--- config.mk ---
export PLATFORM = sky130hd
export DESIGN_NAME = msrr_deserializer
export DESIGN_NICKNAME = d
export VERILOG_FILES = /design/src/rtl/msrr_pkg.sv /design/src/rtl/msrr_sipo_core.sv /design/src/rtl/msrr_deserializer.sv
export SDC_FILE = /design/constraint.sdc
export NUM_CORES = 1
export LEC_CHECK = 0
export BUFFER_PORTS_ARGS = -buffer_cell sky130_fd_sc_hd__buf_4
export CAP_MARGIN = 10
export CORE_ASPECT_RATIO = 0.6
export CORE_UTILIZATION = 49
export DETAILED_ROUTE_END_ITERATION = 6
export GPL_TIMING_DRIVEN = 0
export MAX_ROUTING_LAYER = met4
export PLACE_DENSITY = 0.72
export SETUP_SLACK_MARGIN = 0.5
export SYNTH_ARGS = -nofsm -noshare
export SYNTH_HDL_FRONTEND = slang
export SYNTH_HIERARCHICAL = 1
export SYNTH_SLANG_ARGS = --single-unit
export TNS_END_PERCENT = 30
--- constraint.sdc ---
create_clock -name clk -period 1.6 [get_ports clk]
set_input_delay 0.08 -clock clk [delete_from_list [all_inputs] [get_ports clk]]
set_output_delay 0.08 -clock clk [all_outputs]
set_load 0.01 [all_outputs]
--- src/rtl/msrr_pkg.sv ---
// msrr_pkg: shared state encoding, bit-order constants and default width for the deserializer
package msrr_pkg;
  localparam int MSRR_W = 8;
  localparam logic DIR_LSB_FIRST = 1'b0;
  localparam logic DIR_MSB_FIRST = 1'b1;
  typedef enum logic [1:0] {IDLE, SHIFT, PAR} state_t;
endpackage

--- src/rtl/msrr_sipo_core.sv ---
// msrr_sipo_core: directional shift register plus saturating bit counter
module msrr_sipo_core import msrr_pkg::*; #(
  parameter int WIDTH = MSRR_W
) (
  input  logic             clk,
  input  logic             rst,
  input  logic             clear,
  input  logic             shift_en,
  input  logic             dir,
  input  logic             sin,
  output logic [WIDTH-1:0] word,
  output logic             last_bit
);
  localparam int CW = $clog2(WIDTH + 1);
  logic [WIDTH-1:0] sr;
  logic [CW-1:0] cnt;
  // word already includes the bit accepted this cycle, so the top can deliver on the same edge
  assign word = shift_en ? (dir == DIR_MSB_FIRST ? {sr[WIDTH-2:0], sin} : {sin, sr[WIDTH-1:1]}) : sr;
  assign last_bit = cnt == CW'(WIDTH - 1);
  always_ff @(posedge clk or posedge rst)
    if (rst) begin
      sr  <= '0;
      cnt <= '0;
    end else if (clear) begin
      sr  <= '0;
      cnt <= '0;
    end else if (shift_en) begin
      sr  <= word;
      cnt <= cnt == CW'(WIDTH) ? cnt : cnt + 1'b1;
    end
endmodule

--- src/rtl/msrr_deserializer.sv ---
// msrr_deserializer: serial-in/parallel-out receiver with valid/ready output and sticky overrun
// Define PARITY_CHECK_EN to accept a trailing even-parity bit per frame and report parity_err.
module msrr_deserializer import msrr_pkg::*; #(
  parameter int WIDTH = MSRR_W
) (
  input  logic             clk,
  input  logic             rst,
  input  logic             start,
  input  logic             dir,
  input  logic             sin,
  input  logic             sin_valid,
  output logic [WIDTH-1:0] PO,
  output logic             po_valid,
  input  logic             po_ready,
  output logic             busy,
  output logic             overrun,
  output logic             parity_err
);
  state_t state, state_n;
  logic dir_q, clear, shift_en, last_bit, deliver, par_calc;
  logic [WIDTH-1:0] word;
`ifdef PARITY_CHECK_EN
  localparam state_t DATA_DONE = PAR;
  assign deliver  = state == PAR && sin_valid;
  assign par_calc = ^word ^ sin;
`else
  localparam state_t DATA_DONE = IDLE;
  assign deliver  = shift_en && last_bit;
  assign par_calc = 1'b0;
`endif
  assign clear    = state == IDLE && start;
  assign shift_en = state == SHIFT && sin_valid;
  assign busy     = state != IDLE;
  msrr_sipo_core #(.WIDTH(WIDTH)) u_core (
    .clk      (clk),
    .rst      (rst),
    .clear    (clear),
    .shift_en (shift_en),
    .dir      (dir_q),
    .sin      (sin),
    .word     (word),
    .last_bit (last_bit)
  );
  always_comb
    state_n = clear ? SHIFT :
              (shift_en && last_bit) ? DATA_DONE :
              (state == PAR && sin_valid) ? IDLE : state;
  always_ff @(posedge clk or posedge rst)
    if (rst) state <= IDLE;
    else state <= state_n;
  always_ff @(posedge clk or posedge rst)
    if (rst) begin
      dir_q      <= DIR_LSB_FIRST;
      PO         <= '0;
      po_valid   <= 1'b0;
      overrun    <= 1'b0;
      parity_err <= 1'b0;
    end else begin
      if (clear) dir_q <= dir;
      if (deliver && (!po_valid || po_ready)) begin
        PO         <= word;
        po_valid   <= 1'b1;
        parity_err <= par_calc;
      end else if (deliver) overrun <= 1'b1;
      else if (po_valid && po_ready) po_valid <= 1'b0;
    end
endmodule

* Yosys cells after proc, flatten, opt, wreduce, memory -nomap -nowiden
Index checks and enable logic that the tools add are counted.
Word-level totals: register bits after elaboration 25, output and inout bits 12, logic and storage cells 44
Cells by class: reduce and logical (&&, ||, !) cells 16, bitwise operators 1, add/subtract/negate cells 1, equal/unequal tests 6, muxes and demuxes 13
Operator list (count):
- two-way mux 8 bit | 4
- two-way mux 4 bit | 3
- logical AND 1 bit | 6
- two-way mux 2 bit | 3
- AND reduction 2 bit | 3
- nonzero test 2 bit | 3
- adder 4 x 1 -> 4 bit (second input constant) | 1
- equality test 4 x 3 -> 1 bit (second input constant) | 1
- equality test 4 bit (second input constant) | 1
- two-way mux 1 bit | 3
- nonzero test 3 bit | 1
- equality test 2 x 1 -> 1 bit (second input constant) | 1
- equality test 2 bit (second input constant) | 1
- logical NOT 2 bit | 1
- inequality test 2 x 1 -> 1 bit (second input constant) | 1
- inequality test 2 bit (second input constant) | 1
- logical NOT 1 bit | 1
- logical OR 1 bit | 1
- inverter 1 bit | 1

* Depth between registers and ports, before layout
word-level depth 6, depth in mapped cells 7, mapped depth without buffers 6

* Cells and area by module
Netlist, hierarchy kept.
By module, submodules not included:
- msrr_sipo_core | cells an instance 70, sequential area each 300.3 sq um, times used 1, area each 705.7 sq um
- msrr_deserializer | cells an instance 33, sequential area each 300.3 sq um, times used 1, area each 539.3 sq um

* Least setup slack after synthesis
Ideal clock, no wire load.
path kind register to register, start point register u_core.cnt[0], end point register PO[0], arrival time 1.386 ns, slack 0.089 ns, clock period less this slack 1.511 ns, cell stages (with the launch flop) 8, library setup time 0.125 ns, data required time 1.475 ns, cells stage by stage dfrtp_1 > ha_1 > nand2_1 > nor2_1 > nand3_2 > nor2b_4 > buf_12 > mux2_4
On the way: word-level cells in the longest chain between the ends 3
Ends and longest elaborated chain:
- start, declared | line msrr_sipo_core.sv:16 | logic [CW-1:0] cnt;
- start signal, assigned | line msrr_sipo_core.sv:29 | cnt <= cnt == CW'(WIDTH) ? cnt : cnt + 1'b1;
- equality test 4 x 3 -> 1 bit | line msrr_sipo_core.sv:19 | assign last_bit = cnt == CW'(WIDTH - 1);
- named net last_bit | line msrr_deserializer.sv:20 | logic dir_q, clear, shift_en, last_bit, deliver, par_calc;
- logical AND 1 bit | line msrr_deserializer.sv:28 | assign deliver = shift_en && last_bit;
- logical AND 1 bit | line msrr_deserializer.sv:60 | if (deliver && (!po_valid || po_ready)) begin
- end signal, assigned | line msrr_deserializer.sv:61 | PO <= word;
- end, declared | line msrr_deserializer.sv:12 | output logic [WIDTH-1:0] PO,
The timed path passes the listed nets, and every way through them passes these cells. A chain may end at the register's enable or synchronous reset.

* Worst setup path in the final report
start point register u_core.cnt[0], end point register PO[6]
The elaborated chain is that of the path after synthesis.

==> impl_metrics.json <==
{
  "cts_sinks": 24,
  "antenna_found_initial": 0,
  "die_area_sq_um": 2753,
  "cts_tree": "built",
  "post_drt_wl_per_cell_microns": 14.73,
  "synth_simple_gate_area_share_pct": 16.48,
  "run_status": "finished clean",
  "synth_area_sq_um": 1245,
  "pin_count": 19,
  "coreArea_sq_um": 2277,
  "drive_above_1_share_pct": 54.26,
  "grt_pass1_vias": 772,
  "maxCapViolCount": 0,
  "period_share_pct": 95.70,
  "synth_fa_ha_area_share_pct": 2.010,
  "reg2reg_from": "u_core/cnt[0]",
  "crit_fanout": 8,
  "cp_slowest_stage_delay_ns": 0.37,
  "gp_congestion": 0.7237,
  "cp_slowest_cell": "dfrtp_1",
  "ant_nets": 0,
  "synth-edff-count": 0,
  "final_util_pct": 71.04,
  "path_cells": "ha_2 > nand2_2 > nor2_4 > nand3_4 > nor2b_4 > buf_12 > mux2_4",
  "netlist.area_leader.share_pct": 48.24,
  "synth-compound-area-share_pct": 7.839,
  "hold_viol": 0,
  "fin_worst_skew_ns": 0.003130,
  "hp-start": "start",
  "cts-htree-levels": 1,
  "whs_ns": 0.02002,
  "portBuffers": 17,
  "syn_inst": 103,
  "synth_top_family_by_area": "multiplexers",
  "arrival_ns": 1.69,
  "grt_max_degree": 15,
  "gr-total-overflow": 0,
  "post-route-cell-area_sq_um": 1618,
  "synth-xor-area-share_pct": 0.7035,
  "num_rows": 13,
  "wl_mm": 2.342,
  "die_h_microns": 41.05,
  "power.density_nw_per_um2": 1922,
  "synth_mux_area_share_pct": 18.99,
  "root_buffer": "clkbuf_8",
  "slew_viol_final": 0,
  "ys_types": 28,
  "grt_pass1_wl_mm": 3.622,
  "cp.required_ns": 1.76,
  "fmax_mhz": 653.1,
  "first_iter_violations": 34,
  "power.leakage_nw": 0.7327,
  "ir_drop_mv": 1.149,
  "grt_use_total_pct": 20.03,
  "yosysSeqAreaShare_pct": 48.24,
  "viasPerCell": 4.918,
  "hpwl_mm": 1.610,
  "netlist_top_cells_area": "dfrtp_1 (48%), mux2_4 (11%), mux2i_1 (7.2%)",
  "drc": 0,
  "endpoint_kind": "flop",
  "startpoint": "u_core/cnt[0]",
  "finalSetupViolCount": 0,
  "num_vias": 782,
  "ys_ff_latch": 24,
  "synth_nets": 112,
  "antenna_cells": 0,
  "dieWidth_microns": 67.08,
  "cts_max_path_buffers": 2,
  "grt_setup_unrepaired": "true",
  "dpl_cell_area_sq_um": 1410,
  "clkLatencyLatePin_ns": 0.27,
  "cts_made_buffers": 3,
  "synth_top_area_cell": "dfrtp_1",
  "synthTopCellsByCount": "dfrtp_1 (24), nor2_1 (12), mux2_4 (9), mux2i_1 (9)",
  "dr.pass1.iters": 2,
  "fin_crit_ns": 1.531,
  "async_reset_ff_share_pct": 100.0,
  "avgSynthCellArea_sq_um": 12.09,
  "fin_nets": 139,
  "critPathLaunchType": "flop",
  "syn_to_final_growth_pct": 29.95,
  "ys_warn_count": 6,
  "setup-tns-final_ns": 0,
  "initial_core_util_pct": 54.67,
  "hold_class": "input port to flop",
  "worstSetupPathType": "flop to flop",
  "clk_pin_slew_worst_paths_ns": 0.09,
  "yosysMostFrequentCell": "dfrtp_1",
  "synthFlopType": "dfrtp_1"
}
## critical path, delay by kind of cell, from the launching register on
kind | cells | cell delay, ns
and+or+nand+nor | 4 | 0.41
DFF | 1 | 0.37
muxes | 1 | 0.30
adders and majority gates | 1 | 0.19
buffers and inverters | 1 | 0.14
## cells by family after synthesis
| logic type | Yosys count |
|---|---|
| muxes | 19 |
| buffers and inverters | 10 |
| adders and majority gates | 2 |
| and+or+nand+nor | 34 |
| DFF | 24 |
| xor gates and xnor gates | 1 |
| other | 1 |
| AOI/OAI and AO/OA | 12 |
## area by class of cell
cell class	instances	area (sq um)
fill	172	659.4
buffer	6	76.32
timing repair buffer	22	167.7
sequential	24	601.8
clock inverter	1	30.03
clock buffer	3	41.29
multi-input combinational	69	648.1
inverter	4	15.01
tap	30	37.54
## layout by cell type (no fill, tap or decap), types with 2 or more instances in the layout
cell type	Yosys	final
inv_1	4	3
ha_2	0	2
nor2_1	12	3
mux2i_1	9	8
nand2_1	5	4
and2b_1	8	8
o21a_1	2	2
a21oi_2	8	8
nand2b_1	2	2
buf_6	1	3
nor2_4	0	3
clkbuf_8	0	3
dfrtp_1	24	23
mux2_4	9	10
nor2_2	0	6
buf_4	1	22
## report_power, final
part,switching [mW],total [mW],internal [mW],leakage [nW]
Combinational,0.613,1.45,0.833,0.419
Clock,0.196,0.531,0.334,0.0357
Sequential,0.243,1.13,0.890,0.278
## state kept, by name, indices dropped and copies added, names as in the netlist
name and cells:
u_core/cnt 4, dir_q 1, PO 8, state 1, u_core/sr 8, overrun 1, po_valid 1
## metrics by stage
step / instances / total power, mW / setup slack, ns
finish: 159 / 3.110 / 0.06879
global route: 159 / 3.311 / -0.009053
CTS: 159 / 2.965 / 0.0005309
detailed placement: 150 / 2.354 / -0.09738
global placement: 150 / 2.310 / -0.05217
floorplan: 103 / 1.983 / 0.08923
## final timing paths
check | end | slack (ns) | cells after the start
max in group asynchronous | state[0] | 0.87 | 3
max reg2reg | PO[6] | 0.07 | 7
min in group asynchronous | overrun | 0.38 | 3
min | state[0] | 0.02 | 2
min reg2reg | overrun | 0.50 | 1
max | PO[6] | 0.07 | 7
## per-layer routing
layer  up-vias  global-route usage (%)  share of wire [%]
met4         0                   5.851                1.2
met2        14                   31.75                 43
met5         -                       -                  0
li1        389                       -                  -
met1       375                   25.08                 53
met3         4                   6.111                3.4
## timing repair
action                     in CTS  in global routing
setup endpoints to repair      24                 24
buffers inserted                4                  0
hold endpoints to repair       24                  0
hold buffers                    1                  0
gates resized for setup         3                 32
pin swaps                       3                  4
Power figures use the tool's default switching activity.
